$ cat src/rtl/resp_fifo_arb.sv
// Two-requester response arbiter feeding a downstream FIFO. Bursts lock the
// owner until its last beat; otherwise grants round-robin between requesters.
module resp_fifo_arb #(
    parameter int unsigned DW    = 34,
    parameter int unsigned DEPTH = 4,
    parameter int unsigned CW    = 3
) (
    input  logic          clk,
    input  logic          rst,
    input  logic          s0_valid,
    input  logic [DW-1:0] s0_data,
    input  logic          s0_last,
    output logic          s0_ready,
    input  logic          s1_valid,
    input  logic [DW-1:0] s1_data,
    input  logic          s1_last,
    output logic          s1_ready,
    output logic          fifo_we,
    output logic [DW-1:0] fifo_din,
    input  logic          fifo_re,
    output logic [CW-1:0] occ,
    output logic          grant_id,
    output logic          busy,
    output logic          err
);

    typedef enum logic {StArb, StHold} state_e;

    state_e        state_q, state_d;
    logic          last_grant_q, last_grant_d;
    logic          owner_q, owner_d;
    logic [CW-1:0] occ_q, occ_d;
    logic          grant_id_q, grant_id_d;
    logic          err_q, err_d;

    logic space;
    logic sel;
    logic sel_any;
    logic sel_valid;
    logic sel_last;
    logic grant_ok;
    logic accept;

    // Grant selection: owner is locked in HOLD, round-robin on contention in ARB.
    always_comb begin
        sel     = 1'b0;
        sel_any = 1'b0;
        if (state_q == StHold) begin
            sel     = owner_q;
            sel_any = 1'b1;
        end else if (s0_valid && s1_valid) begin
            sel     = ~last_grant_q;
            sel_any = 1'b1;
        end else if (s0_valid) begin
            sel     = 1'b0;
            sel_any = 1'b1;
        end else if (s1_valid) begin
            sel     = 1'b1;
            sel_any = 1'b1;
        end
    end

    always_comb begin
        space     = (occ_q < CW'(DEPTH));
        grant_ok  = rst & space & sel_any;
        s0_ready  = grant_ok & ~sel;
        s1_ready  = grant_ok & sel;
        sel_valid = sel ? s1_valid : s0_valid;
        sel_last  = sel ? s1_last : s0_last;
        accept    = grant_ok & sel_valid;
        fifo_we   = accept;
        fifo_din  = (accept && sel) ? s1_data : s0_data;
    end

    always_comb begin
        state_d      = state_q;
        last_grant_d = last_grant_q;
        owner_d      = owner_q;
        occ_d        = occ_q;
        grant_id_d   = grant_id_q;
        err_d        = err_q;

        if (accept) begin
            grant_id_d = sel;
            if (state_q == StArb) begin
                if (sel_last) begin
                    last_grant_d = sel;
                end else begin
                    state_d = StHold;
                    owner_d = sel;
                end
            end else if (sel_last) begin
                state_d      = StArb;
                last_grant_d = owner_q;
            end
        end

        // A pop on an empty FIFO with a simultaneous write is a pass-through.
        if (accept && !fifo_re) begin
            occ_d = occ_q + CW'(1);
        end else if (fifo_re && !accept) begin
            if (occ_q != '0) begin
                occ_d = occ_q - CW'(1);
            end else begin
                err_d = 1'b1;
            end
        end
    end

    always_ff @(posedge clk) begin
        if (!rst) begin
            state_q      <= StArb;
            last_grant_q <= 1'b1;
            owner_q      <= 1'b0;
            occ_q        <= '0;
            grant_id_q   <= 1'b0;
            err_q        <= 1'b0;
        end else begin
            state_q      <= state_d;
            last_grant_q <= last_grant_d;
            owner_q      <= owner_d;
            occ_q        <= occ_d;
            grant_id_q   <= grant_id_d;
            err_q        <= err_d;
        end
    end

    assign occ      = occ_q;
    assign grant_id = grant_id_q;
    assign busy     = (state_q == StHold);
    assign err      = err_q;

endmodule

$ cat config.mk
export PLATFORM = sky130hd
export DESIGN_NAME = resp_fifo_arb
export DESIGN_NICKNAME = d
export VERILOG_FILES = /design/src/rtl/resp_fifo_arb.sv
export SDC_FILE = /design/constraint.sdc
export NUM_CORES = 1
export LEC_CHECK = 0
export CAP_MARGIN = 25
export CELL_PAD_IN_SITES_DETAIL_PLACEMENT = 0
export CELL_PAD_IN_SITES_GLOBAL_PLACEMENT = 2
export CORE_ASPECT_RATIO = 0.75
export CORE_MARGIN = 3
export CORE_UTILIZATION = 12
export DETAILED_ROUTE_END_ITERATION = 8
export PLACE_DENSITY = 0.83
export SYNTH_ARGS = -nofsm -noshare
export SYNTH_HDL_FRONTEND = slang
export SYNTH_SLANG_ARGS = --single-unit
$ cat constraint.sdc
create_clock -name clk -period 2.8 [get_ports clk]
set_clock_uncertainty 0.05 [all_clocks]
set_input_delay 0.56 -clock clk [delete_from_list [all_inputs] [get_ports clk]]
set_output_delay 0.56 -clock clk [all_outputs]
set_load 0.05 [all_outputs]
==> key figures <==
Placement
  – Post-DP HPWL: 3.44 mm
  – # placed instances: roughly 330
  – Post-DP Area: 0.00234 mm2
  – PortBufs: 117
  – Pre-CTS WS: -166 ps
  – RD Place Congestion: between 0.7 and 0.8

Logic synthesis
  – Yosys warnings: 0
  – Syn Area/Cell: 10.9 um2
  – Post-synth EDFFs: 0
  – Async SR Flop Fraction: 0
  – Synth Instances: 97
  – Count of unique library cells instantiated by Yosys: 28
  – Count leader, synth: mux2_4
  – Cell type with the highest aggregate area in the netlist: mux2_4
  – Primary flip-flop cell chosen by synthesis mapping: dfxtp_1
  – Yosys top cell area share: 0.428
  – Top cells by area, synth: mux2_4 (43%), dfxtp_1 (15%), buf_12 (5.7%)
  – Top cells by count, synth: mux2_4 (30), dfxtp_1 (8), nor2b_1 (6), o21ai_0 (6)
  – #FFs+latches synth: 8
  – Mapped cell area: 0.00105 mm2
  – Post-synthesis sequential area ratio: 0.152
  – Syn nets: 175

Worst setup path
  – CP endpoint kind: primary output
  – Data required, critical path: 2190 ps
  – CP Cell Sequence: clkdlybuf4s15_1 -> nand2_1 -> a22o_2 -> and3_4 -> buf_12 -> bufbuf_16 -> mux2_4 -> buf_8
  – Crit Path Max Fanout: 5
  – CP arrival: 2120 ps
  – Slowest Stage Delay on Critical Path: 300 ps
  – CP max stage cell: mux2_4
  – CP Class: in -> out
  – Startpoint Class: input pin

Power
  – Pwr Total: 1.24 mW
  – Peak supply drop: 401 uV
  – Leak: approximately 1.1 nW
  – Power Density: 464 mW/mm2

Final layout
  – Post-route cell area: 0.00267 mm2
  – Filler Cells Inserted: 846
  – Final core utilization: 0.326
  – # nets final: 311
  – Layout cell share with drive strength beyond 1: 0.433
  – Finished Layout Cells: ~340
  – # diodes: 0
  – Layout area overhead: 153%

GRT
  – Global-route wire length before repair: 6.44 mm
  – Initial antenna violation count: 0
  – Remaining global-route overflow: 0
  – Vias in the first global route: 1281
  – Tot GR Track Use: 0.0797
  – Largest net degree at the start of global routing: 11

STA
  – Hold Vio Cnt, Final: 0
  – Final worst-path cycle share: 0.977
  – Setup tns final: 0 ps
  – Min Clock Period, post-route: 2730 ps
  – Final worst setup slack: 65.1 ps
  – Hold slack: 451 ps
  – RSZ-0062 raised after global routing: false
  – Final Setup Violations: 0
  – Actual slew at the worst max-slew pin: between 500 and 600 ps
  – Fmax: 366 MHz
  – Slew margin rel.: 0.658
  – Max-slew violations: 0

Floorplan
  – Row Count: 28
  – Die height: 87.1 um
  – Die area: 0.00995 mm2
  – Ports: 118
  – Core Region: 0.00820 mm2
  – Die Wd: between 100 and 150 um
  – Initial core utilization: 0.129

Clock tree
  – Clk sink count: 8
  – Clock-pin slew on the worst setup and hold paths: 40 ps
  – Max clock buf depth: 2
  – Cts hold-fix bufs: 0
  – CTS tree: done
  – H-tree depth: 1
  – TritonCTS Buffers: 3
  – Root Driver: clkbuf_16
  – Clock latency on the worst-skew pair: 230 ps

Detailed routing
  – Vias post-DR: 1263
  – Wire per inst: 12.5 um
  – DRT iter0 DRCs: 24
  – Post-route ant nets: 0
  – DR pass1 iterations: 4
  – Drt total wl: 4.21 mm
  – Drt drc: 0
  – Vias/cell: approximately 3.8

Min path
  – Worst Hold Class: reg -> reg

Status
  – Status: finished clean

Flow run
  – Max_cap viols: 0
per-layer routing:
metal | track usage | vias up | routed length [um]
met1 | 0.0981 | 565 | 1790
met4 | 0.00647 | 0 | 0
met5 | 0 | - | 0
met3 | 0.0229 | 0 | 478
li1 | - | 626 | -
met2 | 0.144 | 72 | 1940
kinds of logic after synthesis:
logic type | share of synthesized area
and+or+nand+nor | 0.112
muxes | 0.481
adders and majority gates | 0.0428
DFF | 0.152
buffers and inverters | 0.0891
AOI/OAI and AO/OA | 0.115
xor gates and xnor gates | 0.00832
worst max-delay path: cells and delay by family:
family	cells	cell delay, ps
multiplexers	1	300
buffers and inverters	4	760
AO/OA/AOI/OAI	1	240
AND/OR/NAND/NOR	2	250
cells in the final DEF, fill, tap and decap left out, types with 2 or more instances in the layout:
cell type	instances
mux2_2	5
nor2_1	3
buf_8	4
buf_6	14
nand2_1	5
o21ai_0	6
a21boi_0	5
clkbuf_16	3
inv_1	4
nor4_1	2
mux2_4	30
ha_1	2
clkdlybuf4s50_1	77
dfxtp_1	8
buf_16	2
buf_4	27
nor2b_1	5
a21oi_1	2
buf_12	8
worst paths after layout:
| kind | slack [ps] | end | from | depth (start not counted) |
|---|---|---|---|---|
| worst min register to register | 450 | grant_id$_SDFFE_PN0P_ | grant_id$_SDFFE_PN0P_ | 2 |
| worst min-delay path | 450 | grant_id$_SDFFE_PN0P_ | grant_id$_SDFFE_PN0P_ | 2 |
| worst max-delay path | 70 | fifo_din[25] | s0_valid | 8 |
| worst max register to register | 520 | occ[2]$_SDFFE_PN0P_ | busy$_SDFFE_PN0P_ | 9 |
registers in the layout (all words and copies together) (netlist names):
signal / flops
last_grant_q: 1
busy: 1
occ: 3
err: 1
grant_id: 1
owner_q: 1
power by group:
group	total, mW	internal, mW	switching (mW)
registers	0.181	0.141	0.0401
clock network	0.239	0.184	0.0552
logic	0.819	0.402	0.417
total	1.24	0.727	0.512
area by class of cell:
cell class                      instances  area, um2  area share
Multi-Input combinational cell         79        818       0.307
Timing Repair Buffer                  136       1460       0.548
Clock buffer                            3       75.1      0.0281
Tap cell                              105        131      0.0492
Inverter                                5       21.3     0.00797
Sequential cell                         8        160      0.0600
what timing repair did:
| item | CTS | global route |
|---|---|---|
| pin swaps | 2 | 1 |
| endpoints found under the hold margin | 0 | 0 |
| setup buffers | 5 | 0 |
| cloned | 3 | 0 |
| endpoints found under the setup margin | 34 | 12 |
| gates resized for setup | 30 | 3 |
No activity file was read; power rests on OpenSTA's default activity.
